### src/rtl/nd120_front_panel.sv
// ND-120 front panel: synchronised/debounced buttons with short/long press pulses,
// per-LED mode drive (off/on/blink/status) and a stretched active-low CPU reset.

module nd120_front_panel #(
  parameter int N_BTN             = 2,
  parameter int N_LED             = 6,
  parameter int DEBOUNCE_CYCLES   = 393216,
  parameter int LONG_PRESS_CYCLES = 39321600,
  parameter int BLINK_DIV         = 9830400,
  parameter int RST_HOLD          = 1024,
  parameter bit RST_BTN_EN        = 1'b1,
  parameter bit LED_ACTIVE_LOW    = 1'b1
) (
  input  logic                 sysclk,
  input  logic                 sys_rst,
  input  logic [N_BTN-1:0]     btn_n,
  input  logic [2*N_LED-1:0]   led_mode,
  input  logic [N_LED-1:0]     led_status,
  output logic [N_BTN-1:0]     btn_level,
  output logic [N_BTN-1:0]     btn_press,
  output logic [N_BTN-1:0]     btn_short,
  output logic [N_BTN-1:0]     btn_long,
  output logic [N_LED-1:0]     led,
  output logic                 cpu_rst_n
);

  localparam int DW = $clog2(DEBOUNCE_CYCLES);
  localparam int HW = $clog2(LONG_PRESS_CYCLES + 1);
  localparam int BW = $clog2(BLINK_DIV + 1);
  localparam int RW = $clog2(RST_HOLD + 1);

  localparam logic [DW-1:0] DB_LAST    = DW'(DEBOUNCE_CYCLES - 1);
  localparam logic [HW-1:0] HOLD_MAX   = HW'(LONG_PRESS_CYCLES);
  localparam logic [HW-1:0] HOLD_PRE   = HW'(LONG_PRESS_CYCLES - 1);
  localparam logic [BW-1:0] BLINK_LAST = BW'(BLINK_DIV - 1);
  localparam logic [RW-1:0] RST_LOAD   = RW'(RST_HOLD);

  logic [N_BTN-1:0]          sync1_q, sync2_q;
  logic [N_BTN-1:0]          acc_q, acc_d;
  logic [N_BTN-1:0][DW-1:0]  db_cnt_q, db_cnt_d;
  logic [N_BTN-1:0][HW-1:0]  hold_q, hold_d;
  logic [N_BTN-1:0]          level_q, level_d;
  logic [N_BTN-1:0]          press_q, press_d;
  logic [N_BTN-1:0]          short_q, short_d;
  logic [N_BTN-1:0]          long_q, long_d;
  logic [BW-1:0]             blink_cnt_q, blink_cnt_d;
  logic                      blink_q, blink_d;
  logic [N_LED-1:0]          led_q, led_d;
  logic [RW-1:0]             rst_cnt_q, rst_cnt_d;
  logic                      rst_n_q;

  // acc_q holds the accepted active-low level; the pressed view lags it by one register
  assign level_d = ~acc_q;
  assign press_d = level_d & ~level_q;

  always_comb begin
    acc_d    = acc_q;
    db_cnt_d = '0;
    hold_d   = '0;
    long_d   = '0;
    short_d  = '0;
    for (int i = 0; i < N_BTN; i++) begin
      if (sync2_q[i] != acc_q[i]) begin
        if (db_cnt_q[i] == DB_LAST) acc_d[i] = ~acc_q[i];
        else                        db_cnt_d[i] = db_cnt_q[i] + DW'(1);
      end
      if (level_q[i]) hold_d[i] = (hold_q[i] == HOLD_MAX) ? hold_q[i] : hold_q[i] + HW'(1);
      // A release landing on the threshold cycle wins: short, never long
      long_d[i]  = level_q[i] & level_d[i] & (hold_q[i] == HOLD_PRE);
      short_d[i] = level_q[i] & ~level_d[i] & (hold_q[i] != HOLD_MAX);
    end
  end

  always_comb begin
    blink_d     = blink_q;
    blink_cnt_d = blink_cnt_q + BW'(1);
    if (blink_cnt_q == BLINK_LAST) begin
      blink_cnt_d = '0;
      blink_d     = ~blink_q;
    end
  end

  always_comb begin
    led_d = '0;
    for (int j = 0; j < N_LED; j++) begin
      case (led_mode[2*j +: 2])
        2'b00:   led_d[j] = 1'b0;
        2'b01:   led_d[j] = 1'b1;
        2'b10:   led_d[j] = blink_q;
        default: led_d[j] = led_status[j];
      endcase
      led_d[j] = led_d[j] ^ LED_ACTIVE_LOW;
    end
  end

  // Re-trigger reloads rather than extends the remaining hold
  always_comb begin
    rst_cnt_d = (rst_cnt_q == '0) ? '0 : rst_cnt_q - RW'(1);
    if (RST_BTN_EN && long_q[0]) rst_cnt_d = RST_LOAD;
  end

  always_ff @(posedge sysclk) begin
    if (sys_rst) begin
      sync1_q     <= '1;
      sync2_q     <= '1;
      acc_q       <= '1;
      db_cnt_q    <= '0;
      hold_q      <= '0;
      level_q     <= '0;
      press_q     <= '0;
      short_q     <= '0;
      long_q      <= '0;
      blink_cnt_q <= '0;
      blink_q     <= 1'b0;
      led_q       <= {N_LED{LED_ACTIVE_LOW}};
      rst_cnt_q   <= RST_LOAD;
      rst_n_q     <= 1'b0;
    end else begin
      sync1_q     <= btn_n;
      sync2_q     <= sync1_q;
      acc_q       <= acc_d;
      db_cnt_q    <= db_cnt_d;
      hold_q      <= hold_d;
      level_q     <= level_d;
      press_q     <= press_d;
      short_q     <= short_d;
      long_q      <= long_d;
      blink_cnt_q <= blink_cnt_d;
      blink_q     <= blink_d;
      led_q       <= led_d;
      rst_cnt_q   <= rst_cnt_d;
      rst_n_q     <= (rst_cnt_d == '0);
    end
  end

  assign btn_level = level_q;
  assign btn_press = press_q;
  assign btn_short = short_q;
  assign btn_long  = long_q;
  assign led       = led_q;
  assign cpu_rst_n = rst_n_q;

endmodule
### config.mk
export PLATFORM = sky130hd
export DESIGN_NAME = nd120_front_panel
export DESIGN_NICKNAME = d
export VERILOG_FILES = /design/src/rtl/nd120_front_panel.sv
export SDC_FILE = /design/constraint.sdc
export NUM_CORES = 1
export LEC_CHECK = 0
export CORE_MARGIN = 3
export CORE_UTILIZATION = 55
export CTS_BUF_LIST = sky130_fd_sc_hd__clkbuf_16
export CTS_CLUSTER_SIZE = 24
export DETAILED_ROUTE_END_ITERATION = 6
export PLACE_DENSITY = 0.79
export SLEW_MARGIN = 10
export SYNTH_ARGS = -nofsm -noshare
export SYNTH_HDL_FRONTEND = slang
export SYNTH_SLANG_ARGS = --single-unit
### constraint.sdc
create_clock -name sysclk -period 4.1 [get_ports sysclk]
set_clock_uncertainty 0.15 [all_clocks]
set_input_delay 0.82 -clock sysclk [delete_from_list [all_inputs] [get_ports sysclk]]
set_output_delay 0.82 -clock sysclk [all_outputs]
set_load 0.005 [all_outputs]
==> results by group, run 1 <==
Outcome
  • Result of the run: finished, final reports clean

STA
  • Relative slew slack: 32.3%
  • Slew Limit Fails: 0
  • Shortest period the worst path allows: 2.62 ns
  • Final number of hold-violating endpoints: 0
  • Timing-limited maximum frequency: 381 MHz
  • Total of endpoints with negative setup slack in the final report: 0
  • Final period utilization: ~64%
  • Final Worst Setup Slack: 1.48 ns
  • Setup repair after global routing missed its margin: no
  • Fin Setup TNS: 0 ns
  • Worst-Margin Slew: 1.01 ns

Setup path
  • Capturing element type of the critical path: flop
  • Cell breakdown of the critical path: ha_1, nand3_1, nor4_4, or2_1, nor2_1
  • Stages on worst setup path: 5
  • Endpoint of the worst register-to-register path: blink_cnt_q[5]
  • Critical path peak fanout: 23
  • Crit path DAT: 2.75 ns
  • Maximum single-stage delay on the critical path: about 0.66 ns
  • Setup slack of the worst register-to-register path: roughly 1.5 ns
  • Launching element type of the critical path: flop
  • Critical Setup Path Class: reg2reg
  • Critical Path RT: roughly 4.2 ns
  • Cell with the largest stage delay on the worst path: or2_1
  • Count of cells along the worst register-to-register path: 5
  • Capture point of the worst path: blink_cnt_q[5]
  • Combined buffer and inverter count along the critical path: 0
  • Top Family by Delay on Critical Path: simple AND/OR/NAND/NOR gates
  • Launch point of the worst reg-to-reg path: blink_cnt_q[0]
  • Critical Path Start: blink_cnt_q[0]

Logic synthesis
  • Post-Synthesis Cell Area: between 0.006 and 0.007 mm^2
  • Number of nets produced by synthesis: roughly 760
  • Average size of a mapped cell: 8.75 um^2
  • Synth Warn #: 0
  • Cells after synthesis: between 700 and 800
  • Yosys reg bits: 147
  • Number of unique standard cell types used by synthesis: 46
  • Fraction of the yosys area taken by sequential cells: 46.2%

Floorplan
  • Core area: 0.0111 mm^2
  • Initial core utilization: a little under three fifths
  • Chip Width: 114 um
  • Die area: 0.0129 mm^2
  • Die Span Y: 114 um
  • Io pins: 37
  • Std-Cell Rows: 38

Cells and area
  • Most common cell after layout, fill and taps aside: dfxtp_1
  • Synthesis-to-layout area growth: 16.0%
  • Most frequent cells in the layout: dfxtp_1, nor2_1, xor2_1
  • Final cell count without fillers: about 910
  • Fillers: 941
  • Antenna diodes: 0
  • Ratio of cells with drive above 1 in the final layout: between 6 and 7%
  • Post-layout nets: 790

Clock network
  • H-Tree Level Count: 4
  • Post-cts resize count: 0
  • Clock-pin slew of the registers on the worst-case setup and hold paths: 0.06 ns
  • Quantity of hold-fixing buffers added after cts: 0
  • Master cell of the clock root buffer: clkbuf_16
  • Total CTS buffers: 17
  • Maximum buffer depth of the clock tree: 2
  • Number of sinks handled by clock tree synthesis: 147
  • Clock network latency to the later pin of the worst-skew pair: ~0.42 ns
  • TritonCTS clock tree: done
  • Post-CTS repair timing setup buffer count: 0

Drt
  • Residual DRC: 0
  • DR pass1 iterations: 4
  • Via count: 4965
  • Mean number of vias per cell: 5.44
  • Post-detailed-routing wire length: 12700 um
  • Routed length per instance: 13.9 um
  • Post-route ant nets: 0
  • DRT iter0 DRCs: ~300

Hold path
  • Type of the tightest min-delay check: reg2reg
  • Min-delay src: sync1_q[1]

Pwr
  • Leakage power: 0.00243 uW
  • Pwr/cell area: 451 mW/mm^2
  • PnR Total Power: approximately 3300 uW
  • Maximum ir drop on the vdd rail: 0.383 mV

GRT
  • First-pass GRT wire length: 21800 um
  • Antenna violations before repair: 0
  • Via count of the first global-routing pass: roughly 5k
  • GRT Resource Usage Total: a little over a fifth
  • Grt total ovfl: 0
  • Largest net degree at the start of global routing: 28

Placement
  • Number of cells in the design after placement: 881
  • I/O Buffers: 36
  • Estimated wirelength of the detail-placed design: 8520 um
  • Final weighted congestion in routability-driven placement: 0.825
  • Worst slack, placed: ~1.1 ns

Run
  • Max cap viols: 0
[worst min-delay path by stage]
stage,cells after the start,endpoint
floorplan,1,sync2_q[0]
global placement,1,sync2_q[1]
detailed placement,1,sync2_q[1]
CTS,1,sync2_q[1]
global route,1,sync2_q[1]
finish,1,sync2_q[1]
[synthesized netlist by cell type (all sizes together)]
master | n | area share [%]
a21oi | 13 | 1.0
a31oi | 1 | 0.098
and2 | 3 | 0.29
and3 | 17 | 1.7
and4 | 6 | 0.83
buf | 9 | 0.88
clkbuf | 15 | 0.92
dfxtp | 147 | 46
ha | 8 | 1.6
inv | 25 | 1.5
mux2i | 3 | 0.47
nand2 | 47 | 2.8
nand2b | 15 | 1.5
nand3 | 44 | 3.5
nand3b | 1 | 0.12
nand4 | 26 | 2.8
nand4b | 6 | 0.83
nor2 | 138 | 8.2
nor3 | 21 | 1.7
nor3b | 4 | 0.47
nor4 | 25 | 3.4
nor4b | 2 | 0.28
nor4bb | 1 | 0.16
o21ai | 21 | 1.7
o21bai | 1 | 0.12
o311ai | 1 | 0.14
or2 | 6 | 0.59
or3 | 12 | 1.2
or3b | 1 | 0.14
or4 | 2 | 0.29
or4b | 1 | 0.16
or4bb | 1 | 0.18
xnor2 | 49 | 6.7
xor2 | 56 | 7.7
[kinds of logic after synthesis]
group / Yosys count / share of synthesized area [%]
adders and majority gates: 8 / 1.57
DFF: 147 / 46.2
and+or+nand+nor: 379 / 31.0
xor gates and xnor gates: 105 / 14.4
buffers and inverters: 49 / 3.28
AOI/OAI and AO/OA: 37 / 3.03
muxes: 3 / 0.472
[power by group]
part	internal (uW)	switching, uW
clock	948	593
sequential	1480	53.6
combinational	129	127
total	2560	774
[routing by layer]
| metal | vias to the layer above | GRT usage (%) | wire length, um |
|---|---|---|---|
| li1 | 2537 | - | - |
| met3 | 18 | 6.05 | 483 |
| met2 | 83 | 36.2 | 6490 |
| met5 | - | 0 | 0 |
| met4 | 0 | 7.85 | 203 |
| met1 | 2327 | 24.7 | 5520 |
[cell type report]
cell class                      instances  area [um^2]  area share (%)
Tap cell                              140          175            2.37
Sequential cell                       147         2940            39.8
Multi-Input combinational cell        532         3220            43.5
Timing Repair Buffer                   37          368            4.98
Inverter                               25         93.8            1.27
Clock buffer                           17          425            5.76
Clock inverter                         14          166            2.25
[state kept, by name, indices dropped and copies added (netlist names)]
| register | count |
|---|---|
| btn_short | 2 |
| btn_press | 2 |
| hold_q | 52 |
| blink_q | 1 |
| cpu_rst_n | 1 |
| btn_level | 2 |
| led | 6 |
| blink_cnt_q | 24 |
| sync2_q | 2 |
| db_cnt_q | 38 |
| rst_cnt_q | 11 |
| btn_long | 2 |
| acc_q | 2 |
| sync1_q | 2 |
[stage by stage]
| stage | hold slack (ns) | util [%] | area [um^2] |
|---|---|---|---|
| after floorplan | 0.239 | - | 6370 |
| after global placement | 0.242 | 61.4 | 6800 |
| after detailed placement | 0.248 | 61.4 | 6800 |
| after CTS | 0.262 | 66.7 | 7390 |
| after global routing | 0.274 | 66.7 | 7390 |
| final | 0.259 | 66.7 | 7390 |
[worst register-to-register path: cells and delay by family, from the launching register on]
family                   cells  cell delay, ns
adder cells (fa/ha/maj)      1            0.25
AND/OR/NAND/NOR              4            1.65
flip-flops                   1            0.42
Power figures use the tool's default switching activity.
==> run 2: changes to the inputs <==
Clock period 4.1 ns to 2.47 ns, I/O delays scaled along.
==> results by group, run 2 (synthesis results as in run 1) <==
Floorplan
  • Io pins: 37
  • Die area: ~0.013 mm^2
  • Die Span Y: 114 um
  • Chip Width: 114 um
  • Initial core utilization: between 50% and 60%
  • Std-Cell Rows: 38
  • Core area: ~0.011 mm^2

Cells and area
  • Number of flip-flops under the largest register name: 52
  • Most common cell after layout, fill and taps aside: dfxtp_1
  • Most frequent cells in the layout: dfxtp_1, nor2_1, xor2_1
  • Final core utilization: 67.8%
  • Ratio of cells with drive above 1 in the final layout: 7.90%
  • Antenna diodes: 0
  • Biggest regs: hold_q: 52 flops, db_cnt_q: 38 flops, blink_cnt_q: 24 flops
  • Fillers: 866
  • Post-layout nets: 802
  • Area taken by flip-flops and latches: ~0.003 mm^2
  • Synthesis-to-layout area growth: 18.0%
  • Most flop-heavy register: hold_q
  • Area of combinational cells with multiple inputs: 0.00322 mm^2

Pwr
  • Maximum ir drop on the vdd rail: 0.599 mV
  • Pwr/cell area: 752 mW/mm^2
  • Leakage power: roughly 0.0025 uW

Outcome
  • Result of the run: finished, final reports clean

STA
  • Setup repair after global routing missed its margin: no
  • Shortest period the worst path allows: 2.24 ns
  • Timing-limited maximum frequency: 446 MHz
  • Worst-Margin Slew: ~0.63 ns
  • Slew Limit Fails: 0
  • Fin Setup TNS: 0 ns
  • Final number of hold-violating endpoints: 0
  • Total of endpoints with negative setup slack in the final report: 0
  • Final period utilization: 90.8%
  • Relative slew slack: between 50% and 60%

Placement
  • Estimated wirelength of the detail-placed design: 8890 um
  • I/O Buffers: 36
  • Final weighted congestion in routability-driven placement: 0.819

Setup path
  • Capturing element type of the critical path: flop
  • Launching element type of the critical path: flop
  • Critical path peak fanout: 9
  • Critical Setup Path Class: reg2reg
  • Crit path DAT: 2.41 ns
  • Launch point of the worst reg-to-reg path: blink_cnt_q[21]
  • Critical Path Start: blink_cnt_q[21]
  • Critical Path RT: 2.64 ns

GRT
  • GRT Resource Usage Total: 21.4%
  • Grt total ovfl: 0
  • Via count of the first global-routing pass: 4871
  • Largest net degree at the start of global routing: 28
  • First-pass GRT wire length: 22400 um
  • Antenna violations before repair: 0

Clock network
  • Master cell of the clock root buffer: clkbuf_16
  • Maximum buffer depth of the clock tree: 2
  • Clock network latency to the later pin of the worst-skew pair: between 0.4 and 0.5 ns
  • Post-CTS repair timing setup buffer count: 0
  • Quantity of hold-fixing buffers added after cts: 0
  • TritonCTS clock tree: done
  • H-Tree Level Count: 4
  • Post-cts resize count: 0
  • Total CTS buffers: 17
  • Clock-pin slew of the registers on the worst-case setup and hold paths: ~0.060 ns
  • Number of sinks handled by clock tree synthesis: around 150

Drt
  • Post-route ant nets: 0
  • Residual DRC: 0
  • Routed length per instance: 13.8 um
  • DR pass1 iterations: 5
  • DRT iter0 DRCs: 257
  • Via count: 5061
  • Mean number of vias per cell: 5.47
  • Post-detailed-routing wire length: 12700 um

Hold path
  • Min-delay src: sync1_q[0]
  • Type of the tightest min-delay check: reg2reg

Run
  • Max cap viols: 0
run 2: report_power, final:
part	internal [uW]	switching, uW	total (uW)
clock network	1680	975	2650
registers	2460	89.7	2550
logic	227	216	443
run 2: layout make-up:
| cell class | instances | share of cell area, % |
|---|---|---|
| Inverter | 25 | 1.25 |
| Tap cell | 140 | 2.33 |
| Sequential cell | 147 | 39.2 |
| Clock inverter | 15 | 2.55 |
| Clock buffer | 17 | 5.66 |
| Multi-Input combinational cell | 532 | 42.8 |
| Timing Repair Buffer | 49 | 6.26 |
run 2: worst paths after layout:
path	cells after the start	end	slack, ns
max	5	blink_cnt_q[7]	0.23
min	1	sync2_q[0]	0.28
max reg2reg	5	blink_cnt_q[7]	0.23
min reg2reg	1	sync2_q[0]	0.28
run 2: layer usage:
layer  vias to the layer above  share of wire [%]  track usage [%]
met5                         -                  0                0
met1                      2394                 46             27.2
met2                        94                 48             35.1
met3                        18                3.9             5.15
met4                         0                1.9             8.57
li1                       2555                  -                -
run 2: stage by stage:
step | setup slack, ns | total power, uW | hold slack [ns] | area [um^2] | std cells
after global placement | 0.242 | 3020 | 0.241 | 6900 | 893
after global routing | 0.0864 | 5890 | 0.289 | 7520 | 925
after floorplan | 0.468 | 2910 | 0.239 | 6370 | 728
final | 0.228 | 5650 | 0.278 | 7520 | 925
after detailed placement | 0.211 | 3040 | 0.264 | 6900 | 893
after CTS | 0.226 | 5700 | 0.280 | 7520 | 925
run 2: critical path: stages (launching register included):
cell and delay (ns):
dfxtp_1 0.34, or4b_2 0.71, nor4_4 0.31, or2_1 0.33, buf_4 0.23, nor2_1 0.06
==> run 3: changes to the inputs <==
Settings changed: SKIP_CTS_REPAIR_TIMING set to 1.
==> results of run 3 <==
The final DEF is identical to that of run 2; final timing and power are the same.
